## src/rtl/gpu_line_pkg.sv

```systemverilog
// Shared types and constants for the line-setup block: FSM state encoding,
// default coordinate width and the +1/-1 ystep values.
package gpu_line_pkg;
   localparam int LINE_WIDTH = 10;
   localparam int YSTEP_POS  = 1;
   localparam int YSTEP_NEG  = -1;

   typedef enum logic [2:0] {
      S_IDLE, S_LOAD, S_STEEP, S_ORDER, S_CALC, S_START, S_RUN, S_DONE
   } line_state_e;
endpackage

```

## src/rtl/line_setup_x_counter.sv

```systemverilog
// x_counter: walks xcount from the ordered start x to the end x, one step per
// en pulse while running; last_count flags the final coordinate.
import gpu_line_pkg::*;

module x_counter #(
   parameter int WIDTH = LINE_WIDTH
) (
   input  logic             clk,
   input  logic             rst,
   input  logic             load,
   input  logic             run,
   input  logic             en,
   input  logic [WIDTH-1:0] load_val,
   input  logic [WIDTH-1:0] x_end,
   output logic [WIDTH-1:0] xcount,
   output logic             last_count
);
   logic [WIDTH-1:0] xcount_q, xcount_d;

   assign last_count = run && (xcount_q == x_end);
   assign xcount     = xcount_q;

   always_comb begin
      xcount_d = xcount_q;
      if (load)
         xcount_d = load_val;
      else if (run && en && !last_count)
         xcount_d = xcount_q + WIDTH'(1);
   end

   always_ff @(posedge clk) begin
      if (rst) xcount_q <= '0;
      else     xcount_q <= xcount_d;
   end
endmodule

```

## src/rtl/line_setup.sv

```systemverilog
// Bresenham line setup: latches endpoints, optionally swaps axes for steep lines
// (LINE_SETUP_STEEP_EN), orders by x, computes deltas/ystep and steps xcount.
import gpu_line_pkg::*;

module line_setup #(
   parameter int WIDTH = LINE_WIDTH
) (
   input  logic             clk,
   input  logic             rst,
   input  logic [WIDTH-1:0] x0_in,
   input  logic [WIDTH-1:0] y0_in,
   input  logic [WIDTH-1:0] x1_in,
   input  logic [WIDTH-1:0] y1_in,
   input  logic             req,
   input  logic             en_counter,
   output logic [WIDTH-1:0] x0,
   output logic [WIDTH-1:0] y0,
   output logic [WIDTH-1:0] deltax,
   output logic [WIDTH-1:0] deltay,
   output logic [WIDTH-1:0] ystep,
   output logic [WIDTH-1:0] xcount,
   output logic             start_err,
   output logic             last_count,
   output logic             steep,
   output logic             busy,
   output logic             done
);
   typedef logic signed [WIDTH-1:0] crd_t;

   line_state_e state_q, state_d;
   crd_t        x0_q, x0_d, y0_q, y0_d, x1_q, x1_d, y1_q, y1_d;
   crd_t        dx_q, dx_d, dy_q, dy_d, ystep_q, ystep_d;
   logic        steep_q, steep_d, start_err_q, start_err_d;
   logic        busy_q, busy_d, done_q, done_d;
   crd_t        dxs, dys, ady;

   assign dxs = x1_q - x0_q;
   assign dys = y1_q - y0_q;
   assign ady = dys[WIDTH-1] ? -dys : dys;
`ifdef LINE_SETUP_STEEP_EN
   crd_t adx;
   assign adx = dxs[WIDTH-1] ? -dxs : dxs;
`endif

   always_comb begin
      state_d     = state_q;
      x0_d        = x0_q;
      y0_d        = y0_q;
      x1_d        = x1_q;
      y1_d        = y1_q;
      dx_d        = dx_q;
      dy_d        = dy_q;
      ystep_d     = ystep_q;
      steep_d     = steep_q;
      busy_d      = busy_q;
      start_err_d = 1'b0;
      done_d      = 1'b0;
      case (state_q)
         S_IDLE: if (req) begin
            x0_d    = crd_t'(x0_in);
            y0_d    = crd_t'(y0_in);
            x1_d    = crd_t'(x1_in);
            y1_d    = crd_t'(y1_in);
            busy_d  = 1'b1;
            state_d = S_LOAD;
         end
         S_LOAD: begin
`ifdef LINE_SETUP_STEEP_EN
            steep_d = ady > adx;
`else
            steep_d = 1'b0;
`endif
            state_d = S_STEEP;
         end
         S_STEEP: begin
`ifdef LINE_SETUP_STEEP_EN
            if (steep_q) begin
               x0_d = y0_q;  y0_d = x0_q;
               x1_d = y1_q;  y1_d = x1_q;
            end
`endif
            state_d = S_ORDER;
         end
         S_ORDER: begin
            if (x0_q > x1_q) begin
               x0_d = x1_q;  y0_d = y1_q;
               x1_d = x0_q;  y1_d = y0_q;
            end
            state_d = S_CALC;
         end
         S_CALC: begin
            dx_d        = dxs;
            dy_d        = ady;
            ystep_d     = (y0_q > y1_q) ? crd_t'(YSTEP_NEG) : crd_t'(YSTEP_POS);
            start_err_d = 1'b1;
            state_d     = S_START;
         end
         S_START: state_d = S_RUN;
         S_RUN: if (en_counter && last_count) begin
            done_d  = 1'b1;
            state_d = S_DONE;
         end
         S_DONE: begin
            busy_d  = 1'b0;
            state_d = S_IDLE;
         end
         default: state_d = S_IDLE;
      endcase
   end

   always_ff @(posedge clk) begin
      if (rst) begin
         state_q     <= S_IDLE;
         x0_q        <= '0;
         y0_q        <= '0;
         x1_q        <= '0;
         y1_q        <= '0;
         dx_q        <= '0;
         dy_q        <= '0;
         ystep_q     <= '0;
         steep_q     <= 1'b0;
         start_err_q <= 1'b0;
         busy_q      <= 1'b0;
         done_q      <= 1'b0;
      end else begin
         state_q     <= state_d;
         x0_q        <= x0_d;
         y0_q        <= y0_d;
         x1_q        <= x1_d;
         y1_q        <= y1_d;
         dx_q        <= dx_d;
         dy_q        <= dy_d;
         ystep_q     <= ystep_d;
         steep_q     <= steep_d;
         start_err_q <= start_err_d;
         busy_q      <= busy_d;
         done_q      <= done_d;
      end
   end

   // Counter is loaded while in CALC so xcount already shows x0 during START.
   x_counter #(.WIDTH(WIDTH)) u_xcnt (
      .clk        (clk),
      .rst        (rst),
      .load       (state_q == S_CALC),
      .run        (state_q == S_RUN),
      .en         (en_counter),
      .load_val   (x0_q),
      .x_end      (x1_q),
      .xcount     (xcount),
      .last_count (last_count)
   );

   assign x0        = x0_q;
   assign y0        = y0_q;
   assign deltax    = dx_q;
   assign deltay    = dy_q;
   assign ystep     = ystep_q;
   assign steep     = steep_q;
   assign start_err = start_err_q;
   assign busy      = busy_q;
   assign done      = done_q;
endmodule

```

## config.mk

```make
export PLATFORM = sky130hd
export DESIGN_NAME = line_setup
export DESIGN_NICKNAME = d
export VERILOG_FILES = /design/src/rtl/gpu_line_pkg.sv /design/src/rtl/line_setup_x_counter.sv /design/src/rtl/line_setup.sv
export SDC_FILE = /design/constraint.sdc
export NUM_CORES = 1
export LEC_CHECK = 0
export CELL_PAD_IN_SITES_DETAIL_PLACEMENT = 1
export CELL_PAD_IN_SITES_GLOBAL_PLACEMENT = 2
export CORE_MARGIN = 2
export CORE_UTILIZATION = 26
export CTS_CLUSTER_DIAMETER = 120
export DETAILED_ROUTE_END_ITERATION = 12
export GPL_TIMING_DRIVEN = 0
export MAX_ROUTING_LAYER = met4
export PLACE_DENSITY_LB_ADDON = 0.05
export SYNTH_ARGS = -nofsm -noshare
export SYNTH_HDL_FRONTEND = slang
export SYNTH_SLANG_ARGS = --single-unit
```

## constraint.sdc

```tcl
create_clock -name clk -period 2.4 [get_ports clk]
set_input_delay 0.48 -clock clk [delete_from_list [all_inputs] [get_ports clk]]
set_output_delay 0.48 -clock clk [all_outputs]
set_load 0.05 [all_outputs]
```

* Word-level counts from Yosys, hierarchy flattened
Index checks and enable logic that the tools add are counted.
W data, S select, Z words.
** Storage, ports and cells
- Bits in latches :: 0
- Bits in registers :: 86
- Bits in read-only memories :: 0
- Word-level logic and storage cells :: 66
- Memory bits (writable) :: 0
- Input port bits :: 44
- Memories :: 0
- Output and inout port bits :: 65
** Operators by class
- $add $sub $neg :: 4
- Reductions and logical operators :: 13
- Bitwise operators :: 1
- Order comparisons :: 2
- Multiply operators :: 0
- Equal/unequal tests :: 11
- Shift-type cells :: 0
- Mux-type cells :: 23
- Divide/modulo/power cells :: 0
** Operator list (number)
- $mux W10 :: 12
- $pmux W10 S2 :: 4
- $pmux W3 S8 :: 1
- $gt A10 B10 Y1 :: 2
- $sub A10 B10 Y10 :: 2
- $eq A3 B3 Y1 const B :: 4
- $add A10 B1 Y10 const B :: 1
- $eq A10 B10 Y1 :: 1
- $neg A10 Y10 :: 1
- $eq A3 B2 Y1 const B :: 2
- $mux W3 :: 2
- $ne A2 B2 Y1 const B :: 3
- $reduce_bool A2 Y1 :: 3
- $logic_and A1 B1 Y1 :: 4
- $reduce_and A2 Y1 :: 2
- $eq A3 B1 Y1 const B :: 1
- $logic_not A3 Y1 :: 1
- $mux W1 :: 3
- $reduce_and A3 Y1 :: 1
- $pmux W1 S2 :: 1
- $reduce_or A2 Y1 :: 1
- $logic_not A1 Y1 :: 1
- $not A1 Y1 :: 1

* Depth between registers and ports, before layout
- Depth after elaboration :: 6
- Gate-level depth with buffers :: 12

* Modules after synthesis
Synthesis repeated with hierarchy kept, for this count alone.
** Unflattened totals
- Cells, all modules :: 520
- Area, all modules :: 4459.3 sq um
** By module, submodules not included
- line_setup :: cells an instance 440, seq. area each 1361.3 sq um, instances 1, area an instance 3734.8 sq um
- x_counter :: cells an instance 80, seq. area each 200.2 sq um, instances 1, area an instance 724.4 sq um

* Worst setup path before layout
No wires, ideal clock.
- Path type :: register to register
- Start point :: reg x0_q[0], in the netlist x0[0]
- End point :: reg y0_q[1], in the netlist y0[1]
- Cell stages (with the launch flop) :: 12
- Setup slack :: -0.416 ns
- Arrival :: 2.731 ns
- Data required time :: 2.314 ns
- Clock period less this slack :: 2.816 ns
- Path through :: dfxtp_1 -> ha_1 -> inv_1 -> fa_1 -> a21o_1 -> a21oi_1 -> o21a_1 -> o21ai_0 -> a31oi_4 -> buf_4 -> nor2_1 -> a211oi_1
** On the way
- Longest elaborated chain between the ends :: 3
** Ends and longest elaborated chain
- start: declaration :: RTL line line_setup.sv:31 : crd_t x0_q, x0_d, y0_q, y0_d, x1_q, x1_d, y1_q, y1_d;
- start signal: assignment :: RTL line line_setup.sv:114 : x0_q <= '0;
- start signal: assignment :: RTL line line_setup.sv:127 : x0_q <= x0_d;
- $gt A10 B10 Y1 :: RTL line line_setup.sv:85 : if (x0_q > x1_q) begin
- $ne A2 B2 Y1 (no line)
- $reduce_and A3 Y1 (no line)
- end signal: assignment :: RTL line line_setup.sv:128 : y0_q <= y0_d;
- end: declaration :: RTL line line_setup.sv:31
Every way passes these cells.
A chain may end at the register's enable or synchronous reset.

* Worst setup path after layout
- Start point :: reg x1_q[0]
- End point :: reg x0_q[9], in the netlist x0[9]
** On the way
- Longest elaborated chain between the ends :: 3
** Ends and longest elaborated chain
- start: declaration :: RTL line line_setup.sv:31
- start signal: assignment :: RTL line line_setup.sv:116 : x1_q <= '0;
- start signal: assignment :: RTL line line_setup.sv:129 : x1_q <= x1_d;
- $gt A10 B10 Y1 :: RTL line line_setup.sv:85
- $ne A2 B2 Y1 (no line)
- $reduce_and A3 Y1 (no line)
Every way passes these cells.

==> results.md <==
Floorplan:
- 109 I/O pins were placed.
- The height of the die is 136.2 um.
- After floorplanning, the core was divided into 48 placement rows.
- The area of the die is 0.01856 mm2.
- The effective utilization at floorplan is 26.46%.
- The total core area is 0.01718 mm2.
- The die width is 136.2 um.

Synthesis:
- The synthesized design devotes to its leading area cell type 34.35% of total area.
- By area, the combinational part of the netlist is dominated by compound AO/OA/AOI/OAI gates.
- The summed instance area of the synthesized netlist is 0.004546 mm2.
- The portion of netlist area occupied by mux cells is 4.900%.
- Summing the areas of all and, or, nand and nor instances in the mapped netlist gives 18.28% of the synthesized area.
- The post-synthesis net count is 623.
- Synthesis handed over a netlist of 555 instances.
- The Yosys step of the flow raised 0 warnings.
- After synthesis, the share of flip-flops with an asynchronous set or reset is 0%.
- The average size of a mapped cell is 8.190 um2.
- The number of unique standard cell types used by synthesis is 55.
- The count of flip-flops with a built-in enable after synthesis is 0.
- Of the total synthesized cell area, the portion taken by XOR and XNOR cells is 5.615%.
- The synthesized-area fraction occupied by ao, oa, aoi and oai cells is 22.60%.
- The flip-flop cell with the highest count after synthesis is dfxtp_1.
- The cell type with the highest aggregate area in the netlist is dfxtp_1.
- By area the synthesized netlist is led by dfxtp_1, a211oi_1, nor2_1.
- Summing the areas of all fa, ha and maj instances in the mapped netlist gives 6.936% of the synthesized area.
- After synthesis the netlist holds a flip-flop and latch count of 78.
- Of the synthesized area, sequential elements account for 34.35%.

Setup path:
- The category of the most critical setup path is flop to flop.
- The endpoint type of the worst setup path is a flop.
- For the worst setup path, the data required time is 2.66 ns.
- The critical path launch point type is a flop.
- In this run the worst path has a maximum fanout of 8.
- The critical path arrival is 2.71 ns.

Route:
- After detailed routing, the average wire length per cell comes to 19.37 um.
- The total routed wirelength is 18040 um.
- The first routing iteration left 170 violations.
- The first TritonRoute pass finished after 4 iterations.
- The post-detailed-route DRC marker count is 0.
- The count of nets left with antenna violations once routing finished came out at 0.
- The number of vias in the routed layout is 4604.
- The number of vias per cell is 4.945.

Placement:
- The count of placed standard cells including taps is 887.
- Summed over all nets, the half-perimeter wirelength after detailed placement is 13170 um.
- The setup slack at placement is -0.3585 ns.
- The port buffer count is 107.
- The congestion estimate from routability-driven global placement came to 0.8078.

STA:
- The worst pin sits at a relative slew slack of 47.58%.
- The worst setup slack after layout is -0.05310 ns.
- The total count of hold-check failures in the final report is 0.
- The setup clock skew after layout is 0.009333 ns.
- Adding up every negative setup slack in the final design gives -0.09268 ns.
- Derived from the worst setup path, the maximum achievable clock frequency is 407.6 MHz.
- The setup-violating endpoint count in the final report is 2.
- Counting I/O delays and the setup requirement, the final critical path takes 2.453 ns.
- The share of the clock period used by the worst path after layout is 102.2%.
- The final number of max-transition violations is 0.
- The slew at the pin closest to its max-slew limit is 0.7863 ns.
- Setup repair after global routing could not meet its margin everywhere.

Final layout:
- In the layout the commonest cells are clkdlybuf4s50_1, dfxtp_1, nor2_1.
- The proportion of layout cells with a drive suffix above 1 is 30.45%.
- Leaving out fill and tap cells, the most frequent cell in the layout is clkdlybuf4s50_1.
- The final core area utilization is 42.21%.
- The count of inserted antenna diode cells is 0.
- The area overhead of the layout relative to synthesis is 59.48%.
- The number of inserted filler cells in the final layout is 1987.
- The non-filler instance count after layout is 931.
- The net total in the final layout is 769.

Clock network:
- The number of clock sinks is 78.
- In this run the number of H-tree levels came out at 3.
- Clock tree synthesis inserted a total of 9 buffers.
- After clock tree synthesis, the clock-pin slew on the worst setup and hold paths is 0.07 ns.
- Clock latency on the worst-skew pair, taken at its later pin, is 0.35 ns.
- The tree is rooted in a clkbuf_16.
- Counting along the longest clock path gives a buffer depth of 2.
- The CTS tree is yes.
- Buffers inserted to repair hold after CTS numbered 0.

GRT:
- After global routing the overflow that remains totals 0.
- The initial antenna violation count is 0.
- The via count of the first global-routing pass is 4637.
- Across every metal layer, demand over resource in global routing totals 19.78%.
- The largest net degree at the start of global routing is 14.
- The global-route wire length before repair is 26990 um.

Hold path:
- The kind of path behind the tightest hold check is flop to flop.

Power:
- Summed over all cells, the static leakage comes to 2.702 nW.
- Across the VDD grid, the largest voltage drop is 0.0003879 V.
- The overall power after layout is 6.483 mW.
- For this design the ratio of total power to cell area is 894.3 mW/mm2.

Run status:
- The run finished, with violations left.
- The final reports fail on negative setup slack.

Run:
- Across the run, the number of max-cap violations was 0.
==> final cells by class <==
cell class	count	area, um2	area share, %
Clock buffer	12	277.8	3.832
Multi-Input combinational cell	405	3251	44.84
Clock inverter	4	51.30	0.7076
Sequential cell	78	1605	22.14
Tap cell	225	281.5	3.883
Inverter	30	117.6	1.622
Timing Repair Buffer	137	1394	19.23
Buffer	40	271.5	3.745
==> critical path, cell delays in order (launching register included) <==
cell	delay, ns
dfxtp_4	0.36
inv_4	0.06
ha_4	0.12
inv_2	0.03
fa_2	0.33
a21o_1	0.20
a21oi_4	0.18
o21a_1	0.14
o21ai_2	0.08
a31oi_4	0.22
buf_12	0.20
clkbuf_16	0.17
nor2_2	0.04
a211oi_2	0.21
==> logic make-up after synthesis <==
family,after synthesis
compound gates,154
xor+xnor,27
fa+ha+maj,24
buf+inv,72
flops,78
mux,21
other cells,1
simple gates,178
==> flip-flops by register name, summed over array words and instances, names as in the netlist <==
signal,flops
start_err,1
x0,10
u_xcnt.xcount,10
y1_q,10
deltay,10
x1_q,10
done,1
deltax,10
ystep,2
busy,1
state_q,3
y0,10
==> per-stage QoR <==
| step | hold slack (ns) | cell area [um2] |
|---|---|---|
| after global placement | 0.4439 | 5943 |
| after CTS | 0.4601 | 6880 |
| after floorplan | 0.4781 | 4591 |
| final | 0.4543 | 7249 |
| after global routing | 0.4919 | 7249 |
| after detailed placement | 0.4507 | 5943 |
==> power by group <==
| group | switching, mW | internal (mW) | total, mW | leakage (nW) |
|---|---|---|---|---|
| registers | 0.216 | 1.45 | 1.66 | 0.648 |
| clock network | 0.597 | 0.927 | 1.52 | 0.160 |
| logic | 1.77 | 1.53 | 3.30 | 1.89 |
==> per-layer routing <==
metal  global-route usage, %  vias to the layer above  routed length [um]
met5                       -                        -                   0
met4                   6.076                        0                 276
met3                   2.088                       14                 570
met2                   29.31                       93                8060
met1                   28.19                     2245                9129
li1                        -                     2252                   -
==> Yosys cell counts, types with 7 or more instances <==
cell      count
nor2_1       90
buf_2         8
nand3_1       9
nand2_1      26
buf_4        13
o21ai_0      22
inv_1        30
xnor2_1      19
clkbuf_1     20
dfxtp_1      78
ha_1         22
a211oi_1     45
xor2_1        7
a21oi_1      50
mux2i_1      20
nor3_1       12
==> repair_timing <==
action | CTS | global route
pin swaps | 29 | 46
resized for setup | 85 | 96
cloned | 3 | 2
setup endpoints to repair | 49 | 57
buffers inserted | 24 | 6
==> path summary, 6_finish.rpt <==
kind,slack [ns],cells past startpoint,from,to
worst max-delay path,-0.05,13,x1_q[0],x0[9]
worst min-delay path,0.45,2,deltax[4],deltax[4]
worst max register to register,-0.05,13,x1_q[0],x0[9]
worst min register to register,0.45,2,deltax[4],deltax[4]
Note: power is estimated with default switching activity, not from simulation.
